$ cat config.mk
export PLATFORM = sky130hd
export DESIGN_NAME = fifo_rd_stream_flat
export DESIGN_NICKNAME = d
export VERILOG_FILES = /design/src/rtl/fifo_rd_stream_if.sv /design/src/rtl/fifo_rd_stream.sv /design/src/flat_wrapper.sv
export SDC_FILE = /design/constraint.sdc
export NUM_CORES = 1
export LEC_CHECK = 0
export CAP_MARGIN = 20
export CORE_ASPECT_RATIO = 1.1
export CORE_UTILIZATION = 40
export DETAILED_ROUTE_END_ITERATION = 16
export PLACE_DENSITY = 0.61
export SLEW_MARGIN = 20
export SYNTH_ARGS = -nofsm -noshare
export SYNTH_HDL_FRONTEND = slang
export SYNTH_SLANG_ARGS = --single-unit
$ cat constraint.sdc
create_clock -name rd_clk -period 4.14 [get_ports rd_clk]
set_input_delay 0.621 -clock rd_clk [delete_from_list [all_inputs] [get_ports rd_clk]]
set_output_delay 0.621 -clock rd_clk [all_outputs]
set_load 0.02 [all_outputs]
$ cat src/rtl/fifo_rd_stream_if.sv
// fifo_rd_stream_if: valid/ready output stream of the FIFO read-side consumer.
//   m_valid : word on m_data is valid
//   m_ready : sink accepts the word this cycle
//   m_data  : output word (W_DATA bits)
//   m_last  : final word of the current burst
// master = block driving the stream, slave = sink.
interface fifo_rd_stream_if #(
  parameter int W_DATA = 8
);
  logic              m_valid;
  logic              m_ready;
  logic [W_DATA-1:0] m_data;
  logic              m_last;

  modport master (output m_valid, output m_data, output m_last, input  m_ready);
  modport slave  (input  m_valid, input  m_data, input  m_last, output m_ready);
endinterface

$ cat src/rtl/fifo_rd_stream.sv
// fifo_rd_stream: read-side burst consumer for the dual-clock FIFO (rd_clk domain).
// Pops a software-specified number of words and presents them on a valid/ready
// stream with a last-beat marker. The FIFO read data arrives one cycle after
// the pop, so a 2-entry buffer absorbs that latency and keeps 1 word/cycle.
//   rd_clk, rd_rst      : clock, async active-low reset
//   start, burst_len    : burst request (sampled in IDLE only)
//   busy, done          : burst in progress / one-cycle completion pulse
//   fifo_empty, fifo_pop, fifo_data : FIFO read port
//   m                   : output stream (master modport)
module fifo_rd_stream #(
  parameter int W_DATA = 8,
  parameter int W_LEN  = 8
) (
  input  logic              rd_clk,
  input  logic              rd_rst,
  input  logic              start,
  input  logic [W_LEN-1:0]  burst_len,
  output logic              busy,
  output logic              done,
  input  logic              fifo_empty,
  output logic              fifo_pop,
  input  logic [W_DATA-1:0] fifo_data,
  fifo_rd_stream_if.master  m
);

  localparam logic [W_LEN-1:0] ONE = W_LEN'(1);

  typedef enum logic [1:0] {IDLE, RUN, DRAIN, DONE} state_t;
  state_t state, state_nxt;

  logic [W_LEN-1:0]  len, issued, sent;
  logic [1:0]        occ;
  logic              inflight;
  logic [W_DATA-1:0] buf0, buf1;   // buf0 is the head
  logic              deq;
  logic [2:0]        pend;
  logic              start_run, start_zero;

  assign deq        = m.m_valid & m.m_ready;
  // Slots that will be committed after this cycle, not counting a new pop.
  assign pend       = {1'b0, occ} + {2'b0, inflight} - {2'b0, deq};
  assign start_run  = (state == IDLE) & start & (burst_len != '0);
  assign start_zero = (state == IDLE) & start & (burst_len == '0);

  // ---- state register ----
  always_ff @(posedge rd_clk or negedge rd_rst) begin
    if (!rd_rst) state <= IDLE;
    else         state <= state_nxt;
  end

  // ---- next state ----
  always_comb begin
    state_nxt = state;
    case (state)
      IDLE:  if (start_run) state_nxt = RUN;
             else if (start_zero) state_nxt = DONE;
      RUN:   if (fifo_pop && (issued == len - ONE)) state_nxt = DRAIN;
      DRAIN: if (deq && (sent == len - ONE)) state_nxt = DONE;
      DONE:  state_nxt = IDLE;
      default: state_nxt = IDLE;
    endcase
  end

  // ---- outputs ----
  always_comb begin
    busy     = (state == RUN) | (state == DRAIN);
    done     = (state == DONE);
    fifo_pop = (state == RUN) & ~fifo_empty & (issued < len) & (pend < 3'd2);
  end

  assign m.m_valid = (occ != 2'd0);
  assign m.m_data  = buf0;
  assign m.m_last  = m.m_valid & (sent == len - ONE);

  // ---- counters and output buffer ----
  always_ff @(posedge rd_clk or negedge rd_rst) begin
    if (!rd_rst) begin
      len      <= '0;
      issued   <= '0;
      sent     <= '0;
      occ      <= 2'd0;
      inflight <= 1'b0;
      buf0     <= '0;
      buf1     <= '0;
    end else begin
      inflight <= fifo_pop;
      if (start_run) begin
        len    <= burst_len;
        issued <= '0;
        sent   <= '0;
      end else begin
        if (fifo_pop) issued <= issued + ONE;
        if (deq)      sent   <= sent + ONE;
      end
      // Word returning from the FIFO lands at the tail; a dequeue shifts
      // buf1 into the head. Both together keep occ and write behind the
      // surviving entry.
      case ({inflight, deq})
        2'b10: begin
          if (occ == 2'd0) buf0 <= fifo_data;
          else             buf1 <= fifo_data;
          occ <= occ + 2'd1;
        end
        2'b01: begin
          buf0 <= buf1;
          occ  <= occ - 2'd1;
        end
        2'b11: begin
          if (occ == 2'd1) buf0 <= fifo_data;
          else begin
            buf0 <= buf1;
            buf1 <= fifo_data;
          end
        end
        default: ;
      endcase
    end
  end

endmodule

$ cat src/flat_wrapper.sv
// flat-port wrapper written by rule: the top's interface ports become plain ports
module fifo_rd_stream_flat 
#(
  parameter int W_DATA = 8,
  parameter int W_LEN  = 8
)
  (rd_clk, rd_rst, start, burst_len, busy, done, fifo_empty, fifo_pop, fifo_data, m_m_valid, m_m_data, m_m_last, m_m_ready);
  fifo_rd_stream_if #(.W_DATA(W_DATA)) m_i ();
  input  logic rd_clk;
  input  logic rd_rst;
  input  logic start;
  input  logic [W_LEN-1:0] burst_len;
  output logic busy;
  output logic done;
  input  logic fifo_empty;
  output logic fifo_pop;
  input  logic [W_DATA-1:0] fifo_data;
  output wire logic [$bits(m_i.m_valid)-1:0] m_m_valid;
  output wire logic [$bits(m_i.m_data)-1:0] m_m_data;
  output wire logic [$bits(m_i.m_last)-1:0] m_m_last;
  input wire logic [$bits(m_i.m_ready)-1:0] m_m_ready;
  assign m_m_valid = m_i.m_valid;
  assign m_m_data = m_i.m_data;
  assign m_m_last = m_i.m_last;
  assign m_i.m_ready = m_m_ready;
  fifo_rd_stream #(.W_DATA(W_DATA), .W_LEN(W_LEN)) u_core (.rd_clk(rd_clk), .rd_rst(rd_rst), .start(start), .burst_len(burst_len), .busy(busy), .done(done), .fifo_empty(fifo_empty), .fifo_pop(fifo_pop), .fifo_data(fifo_data), .m(m_i));
endmodule
After elaboration in Yosys (flattened, before gate mapping)
Cells that the tools add are included.

operators by class
  reductions and logical operators = 15
  bitwise logic cells = 10
  equality and inequality tests = 15
  $lt $le $gt $ge = 2
  muxes and demuxes = 16
  add/subtract/negate cells = 7

operators by type and width
  cell                   count
  $mux W8                8
  $pmux W8 S3            1
  $add A8 B1 Y8 const B  2
  $eq A8 B8 Y1           2
  $pmux W8 S2            1
  $reduce_bool A2 Y1     5
  $and A1 B1 Y1          8
  $eq A2 B2 Y1 const B   4
  $logic_not A8 Y1       1
  $lt A8 B8 Y1           1
  $mux W2                4
  $pmux W2 S4            1
  $reduce_bool A8 Y1     1
  $sub A8 B1 Y8 const B  1
  $eq A2 B1 Y1 const B   3
  $ne A2 B1 Y1 const B   3
  $reduce_and A3 Y1      2
  $logic_not A2 Y1       2
  $ne A2 B2 Y1 const B   2
  $pmux W2 S2            1
  $add A2 B1 Y3          1
  $lt A3 B2 Y1 const B   1
  $ne A3 B1 Y1 const B   1
  $reduce_bool A3 Y1     1
  7 further kinds        8

storage, ports and cells
  logic and storage cells = 73
  output and inout port bits = 13
  register bits = 45
  bits of input ports = 21

Logic depth before layout (Yosys ltp)
Gate-level depths: netlist of run 1.

  depth in word-level cells = 8
  gate-level depth with buffers = 15
  depth with buffers taken out = 15

Worst setup path after synthesis of run 1
Ideal clock, no wire load.

  path type = register to register
  from = reg u_core.occ[0]
  to = reg u_core.state[0]
  path buffers = 0
  setup time = 0.127 ns
  required time = 4.013 ns
  period minus slack after synthesis = 3.412 ns
  path slack = 0.728 ns
  arrival = 3.285 ns
  cell stages (with the launch flop) = 15
  cell sequence = dfrtp_1 -> inv_1 -> ha_1 -> inv_1 -> nand2_1 -> nor2_1 -> o21ai_0 -> fa_1 -> nand2_1 -> nor3_1 -> nand3_1 -> a41oi_2 -> and4_4 -> nor2_1 -> o32a_2

between the ends
  word-level cells in the longest chain between the ends = 8
  elaborated cells on any way between the ends = 11
  those cells by class = add/sub (2); order compare (1); eq/ne (2); bitwise (2); reduce/logical (4)

ends and longest elaborated chain
  what                                line                   RTL
  start, declared                     fifo_rd_stream.sv:32   logic [1:0] occ;
  start signal, assigned              fifo_rd_stream.sv:102  occ <= occ + 2'd1;
  start signal, assigned              fifo_rd_stream.sv:106  occ <= occ - 2'd1;
  $reduce_bool A2 Y1                  fifo_rd_stream.sv:71   assign m.m_valid = (occ != 2'd0);
  net m_m_valid                       flat_wrapper.sv:18     output wire logic [$bits(m_i.m_valid)-1:0] m_m_valid;
  $and A1 B1 Y1                       fifo_rd_stream.sv:39   assign deq = m.m_valid & m.m_ready;
  $sub A3 B1 Y3                       fifo_rd_stream.sv:41   assign pend = {1'b0, occ} + {2'b0, inflight} - {2'b0, deq};
  $lt A3 B2 Y1                        fifo_rd_stream.sv:68   fifo_pop = (state == RUN) & ~fifo_empty & (issued < len) & (pend < 3'd2);
  $and A1 B1 Y1                       fifo_rd_stream.sv:68
  net fifo_pop                        flat_wrapper.sv:16     output logic fifo_pop;
  $logic_and A1 B1 Y1                 fifo_rd_stream.sv:57   RUN: if (fifo_pop && (issued == len - ONE)) state_nxt = DRAIN;
  $ne A2 B1 Y1 (no source line)       -
  $reduce_and A3 Y1 (no source line)  -
  end signal, assigned                fifo_rd_stream.sv:48   else state <= state_nxt;
  end, declared                       fifo_rd_stream.sv:29   state_t state, state_nxt;

The timed path passes the listed nets, and every way through them passes these cells.
A chain may end at the register's enable or synchronous reset.

Final worst setup path of run 1
  from = reg u_core.occ[0]
  to = out fifo_pop

between the ends
  word-level cells in the longest chain between the ends = 5
  elaborated cells on any way between the ends = 6
  those cells by class = add/sub (2); order compare (1); bitwise (2); reduce/logical (1)

ends and longest elaborated chain
  what                                                   line
  branches (longest 2 deep; another with $add A2 B1 Y3)  -
  $sub A3 B1 Y3 *                                        fifo_rd_stream.sv:41
  $lt A3 B2 Y1 *                                         fifo_rd_stream.sv:68
  $and A1 B1 Y1 *                                        fifo_rd_stream.sv:68
  end, declared                                          flat_wrapper.sv:16

Every way passes the cells marked *.

==> impl_metrics.yaml, run 1 <==
die:
  initial_core_util_pct: 41.3
  fp.dieH_um: 88.5
  rows: 31
  die-area_um2: 7140
  core_area_um2: 6590
  ios: 34
  die_width_um: 80.6
sta:
  finalSetupTns_ns: 0
  fin_crit_sh_pct: 84.9
  fmax_mhz: 285
  rsz0062_at_grt: "false"
  hold_violations: 0
  drv_slew: 0
  max_slew.worst_pin.slew_ns: 0.727
  timing.hold.ws_ns: 0.293
  fin_crit_ns: 3.51
  fin_skew_ns: 0.0123
  fin_ws_ns: 0.626
  finalSetupViolCount: 0
  relSlewSlack_pct: 51.5
power_and_ir_drop:
  fin_total_pwr_mw: 2.19
  switching_share_pct: 41.8
  switching_power_uw: 915
  power_leakage_nw: 1.47
  pwr-share-seq_pct: 35.3
  power_frac_clock_pct: 13.6
  combPwrFrac_pct: 51.1
  ir_drop_v: 0.000272
  power.internal_mw: 1.27
  powerDensity_nw_per_um2: 677
placed_design:
  portBuffers: 33
  dpl.hpwl_mm: 4.18
  post-place-ws_ns: 0.293
  dp.cells: 382
  placed_area_um2: 3130
  gp_congestion: 0.796
grt:
  grt_max_degree: 46
  antenna_found_initial: 0
  grt_use_total_pct: 17.9
  first_global_vias: 1923
  grt_pass1_wl_mm: 9.49
  gr-total-overflow: 0
layout:
  drive_gt1_share_pct: 10.7
  num-fill-cells: 653
  synthToLayoutAreaGrowth_pct: 18.9
  final_util_pct: 49.1
  design_area_um2: 3230
  fin_cells: 390
  diodes: 0
  fin_nets: 349
  final_cell_mix: "45 x dfrtp_1, 31 x clkdlybuf4s50_1, 30 x nand2_1"
  final_common_cell: "dfrtp_1"
hold_path:
  min_path_type: "input pin to async pin"
logic_synthesis:
  yosys_warnings: 0
  seq_area_frac_synth_pct: 41.4
  ys_ff_latch: 45
  synth_area_per_cell_um2: 10.0
  syn_nets: 314
  syn_area_um2: 2720
  synth_cells: 272
  synth.distinct_cells: 43
clocking:
  cts_buffer_depth: 2
  clk_pin_slew_ns: 0.10
  clock-sinks: 45
  insertion_delay_ns: 0.32
  numCtsBuffers: 5
  cts_root_buf: "clkbuf_8"
  tritoncts: "yes"
  cts_max_level: 2
setup_path:
  critical_path_required_ns: 3.52
  startpoint_type: "register"
  worstSetupEndpointType: "output pin"
  path_class: "register to output pin"
  cp.arrival_ns: 2.89
  critPathMaxFanout: 4
detailed_routing:
  vias_per_cell: 5.06
  final_antenna_net_count: 0
  drc: 0
  drtPass1Iterations: 4
  vias: 1972
  wl_mm: 5.63
  wl_per_cell_um: 14.4
  drtIter0Drc: 138
outcome:
  outcome: "completed"
run:
  maxCapViolCount: 0
what timing repair did:
item	in CTS	in global routing
hold buffers	0	0
setup endpoints to repair	0	1
resized for setup	0	1
setup buffers	0	0
worst max-delay path, stage by stage (launching register included):
cell,delay [ns]
dfrtp_1,0.42
inv_1,0.08
ha_1,0.25
inv_1,0.10
nand2_1,0.12
nor2_1,0.19
o21ai_0,0.15
fa_1,0.52
nand2_1,0.05
nor3_1,0.14
nand3_1,0.11
a41oi_2,0.19
dlymetal6s2s_1,0.26
layout make-up:
| class | count | area [µm²] | share of cell area (%) |
|---|---|---|---|
| well taps | 82 | 103 | 3.17 |
| clock inverters | 3 | 26.3 | 0.812 |
| inverters | 16 | 60.1 | 1.86 |
| multi-input cells | 204 | 1510 | 46.5 |
| clock buffers | 5 | 68.8 | 2.13 |
| flip-flops and latches | 45 | 1130 | 34.8 |
| repair buffers | 35 | 345 | 10.7 |
state kept, by name (all words and copies together), names as in the netlist:
register / flops
u_core.m.m_data: 8
u_core.buf1: 8
u_core.inflight: 1
u_core.len: 8
u_core.occ: 2
u_core.sent: 8
u_core.state: 2
u_core.issued: 8
cells in the mapped netlist, drive strengths merged:
library cell	count	share of area, %
a211oi	1	0.28
a21oi	7	1.3
a22oi	8	2.2
a2bb2oi	1	0.55
a41oi	1	0.60
and3	7	1.6
and3b	1	0.37
and4	2	0.74
buf	3	0.83
clkbuf	4	0.55
dfrtp	45	41
fa	1	0.74
ha	20	9.2
inv	16	2.2
mux2	8	3.3
mux2i	2	0.74
nand2	30	4.1
nand2b	1	0.23
nand3	5	0.92
nand4	7	1.6
nor2	24	3.3
nor2b	3	0.69
nor3	4	1.1
nor3b	1	0.28
nor4	3	1.2
nor4b	1	0.32
o211a	1	0.37
o21a	1	0.28
o21ai	24	4.4
o31ai	2	0.74
o32a	1	0.41
or2	2	0.46
or3	1	0.41
xnor2	18	5.8
xnor3	3	2.5
xor2	13	4.2
path summary, 6_finish.rpt:
path | start | to | slack (ns) | cells after the start
worst min register to register | u_core.m.m_data[2] | u_core.m.m_data[2] | 0.49 | 2
worst max-delay path | u_core.occ[0] | fifo_pop | 0.63 | 12
min in group rd_clk | u_core.m.m_data[2] | u_core.m.m_data[2] | 0.49 | 2
worst max register to register | u_core.occ[0] | u_core.state[0] | 0.92 | 15
worst min-delay path | rd_rst | u_core.buf1[2] | 0.29 | 1
max in group asynchronous | rd_rst | u_core.sent[3] | 3.44 | 1
routing by layer:
metal  track usage [%]  share of wire, %  up-vias
met1              24.7                48      925
met4              5.84               1.5        0
li1                  -                 -     1010
met5                 0                 0        -
met2              28.0                46       32
met3              4.02               4.2        5
kinds of logic after synthesis:
kind of cell / share of synthesized area [%]
buffers and inverters: 3.59
DFF: 41.4
muxes: 4.05
and+or+nand+nor: 17.5
xor gates and xnor gates: 12.5
adders and majority gates: 9.93
AOI/OAI and AO/OA: 11.1
power by group through the flow:
stage          clock network, mW  registers [mW]  logic [mW]
2_1_floorplan                  0           0.764       0.828
3_3_place_gp                   0           0.781        1.11
3_5_place_dp                   0           0.782        1.12
4_1_cts                    0.308           0.774        1.13
5_1_grt                    0.323           0.802        1.25
6_report                   0.297           0.773        1.12
(Power assumes the default switching activity.)
==> run 2, diff against run 1 <==
Clock period 4.14 ns to 3.6 ns, I/O delays scaled along.
==> run 2 against run 1 <==
Die area unchanged. Cell count is 1.0% higher. Hold slack worse by 0.094 ns. Non-clock buffer count rose by 4. First-iteration DRC count is 4.3% higher. Global-route usage increased by 0.64 points. Power rose by 17%. Design area increased by 0.81%. Worst setup slack worse by 0.40 ns. Clock power rose by 19%.
==> impl_metrics.yaml, run 2 (synthesized netlist as in run 1, its figures left out) <==
clocking:
  insertion_delay_ns: 0.31
  ctsHoldBuffers: 0
  cts_max_level: 2
  post_cts_buffers: 0
  cts_buffer_depth: 2
  tritoncts: "yes"
  clock-sinks: 45
  numCtsBuffers: 5
  cts_root_buf: "clkbuf_8"
  clk_pin_slew_ns: 0.11
placed_design:
  gp_congestion: 0.827
  portBuffers: 33
  placed_area_um2: 3160
  dpl.hpwl_mm: 4.16
setup_path:
  critical_path_required_ns: 3.06
  path_class: "register to output pin"
  critPathMaxFanout: 4
  startpoint_type: "register"
  worstSetupEndpointType: "output pin"
  slowest_delay_ns: 0.52
  rr_worst_depth: 15
  cp.arrival_ns: 2.83
  path_cells: "inv_1 > ha_1 > inv_1 > nand2_1 > nor2_1 > o21ai_0 > fa_1 > nand2_1 > nor3_1 > nand3_1 > a41oi_2 > clkdlybuf4s15_1"
  cp_slowest_cell: "fa_1"
grt:
  met3_usage_pct: 3.09
  first_global_vias: 1976
  gr-max-usage-layer: "met2"
  grt_pass1_wl_mm: 9.85
  use_met2_pct: 28.4
  antenna_found_initial: 0
  grt_max_degree: 46
  grt_use_total_pct: 18.6
  met1_usage_pct: 26.9
  gr-total-overflow: 0
layout:
  num-fill-cells: 646
  design_area_um2: 3260
  final_cell_mix: "45 x dfrtp_1, 31 x clkdlybuf4s50_1, 30 x nand2_1"
  drive_gt1_share_pct: 11.5
  fin_nets: 353
  regArea_um2: 1130
  diodes: 0
  synthToLayoutAreaGrowth_pct: 19.8
  multiInputGateArea_um2: 1500
  final_common_cell: "dfrtp_1"
die:
  fp.dieH_um: 88.5
  ios: 34
  die-area_um2: 7140
  initial_core_util_pct: 41.3
  core_area_um2: 6590
  die_width_um: 80.6
  rows: 31
detailed_routing:
  drtIter0Drc: 144
  vias_per_cell: 5.15
  drc: 0
  wl_mm: 5.69
  drtPass1Iterations: 4
  wl_per_cell_um: 14.4
  final_antenna_net_count: 0
  vias: 2029
hold_path:
  min_path_type: "input pin to async pin"
sta:
  fin_crit_ns: 3.37
  finalSetupViolCount: 0
  max_slew.worst_pin.slew_ns: 0.724
  drv_slew: 0
  fin_crit_sh_pct: 93.6
  rsz0062_at_grt: "false"
  relSlewSlack_pct: 51.6
  fmax_mhz: 297
  fin_skew_ns: 0.0138
  finalSetupTns_ns: 0
  hold_violations: 0
power_and_ir_drop:
  power_leakage_nw: 1.48
  powerDensity_nw_per_um2: 783
  ir_drop_v: 0.000325
run:
  maxCapViolCount: 0
outcome:
  outcome: "completed"
-- run 2: cell types whose count changed in the layout (fill, tap and decap cells not counted), sizes merged --
| cell | previous run | this run |
|---|---|---|
| clkdlybuf4s15 | 0 | 1 |
| buf | 3 | 7 |
| dlymetal6s2s | 1 | 0 |
-- run 2: worst paths after layout --
path | startpoint | end | slack [ns]
setup / recovery | u_core.occ[0] | fifo_pop | 0.23
hold / removal | rd_rst | u_core.buf1[2] | 0.20
setup reg to reg | u_core.occ[0] | u_core.state[0] | 0.50
hold reg to reg | u_core.m.m_data[2] | u_core.m.m_data[2] | 0.50
max in group asynchronous | rd_rst | u_core.sent[3] | 2.97
min in group rd_clk | u_core.m.m_data[2] | u_core.m.m_data[2] | 0.50
-- run 2: timing repair --
item | 4_1_cts | 5_1_grt
gates resized for setup | 1 | 1
cloned | 0 | 0
setup endpoints to repair | 1 | 1
-- run 2: critical path, delay by kind of cell, from the launching register on --
kind,cells,cell delay [ns]
adders and majority gates,2,0.77
buffers and inverters,3,0.51
and+or+nand+nor,5,0.48
DFF,1,0.42
AOI/OAI and AO/OA,2,0.33
-- run 2: report_power, final --
part / switching (mW) / internal, mW
Sequential: 0.200 / 0.690
Combinational: 0.663 / 0.648
Clock: 0.205 / 0.147
-- run 2: metrics by stage --
stage	setup slack (ns)	power [mW]	hold slack (ns)	cells	utilization (%)
4_1_cts	0.182	2.57	0.437	394	49.4
3_5_place_dp	0.0166	2.21	0.476	386	47.9
3_3_place_gp	0.0371	2.19	0.470	386	47.9
5_1_grt	0.00164	2.77	0.269	394	49.4
2_1_floorplan	0.188	1.83	0.244	272	-
6_report	0.231	2.55	0.198	394	49.4
-- run 2: final cells by class --
type	count	area share (%)
Inverter	16	1.84
Clock inverter	3	0.883
Multi-Input combinational cell	204	46.0
Timing Repair Buffer	39	11.4
Clock buffer	5	2.11
Sequential cell	45	34.5
Tap cell	82	3.15
-- run 2: routing by layer --
metal	share of wire, %	vias up
li1	-	1014
met1	50	976
met2	45	31
met3	3.1	8
met4	1.2	0
met5	0	-
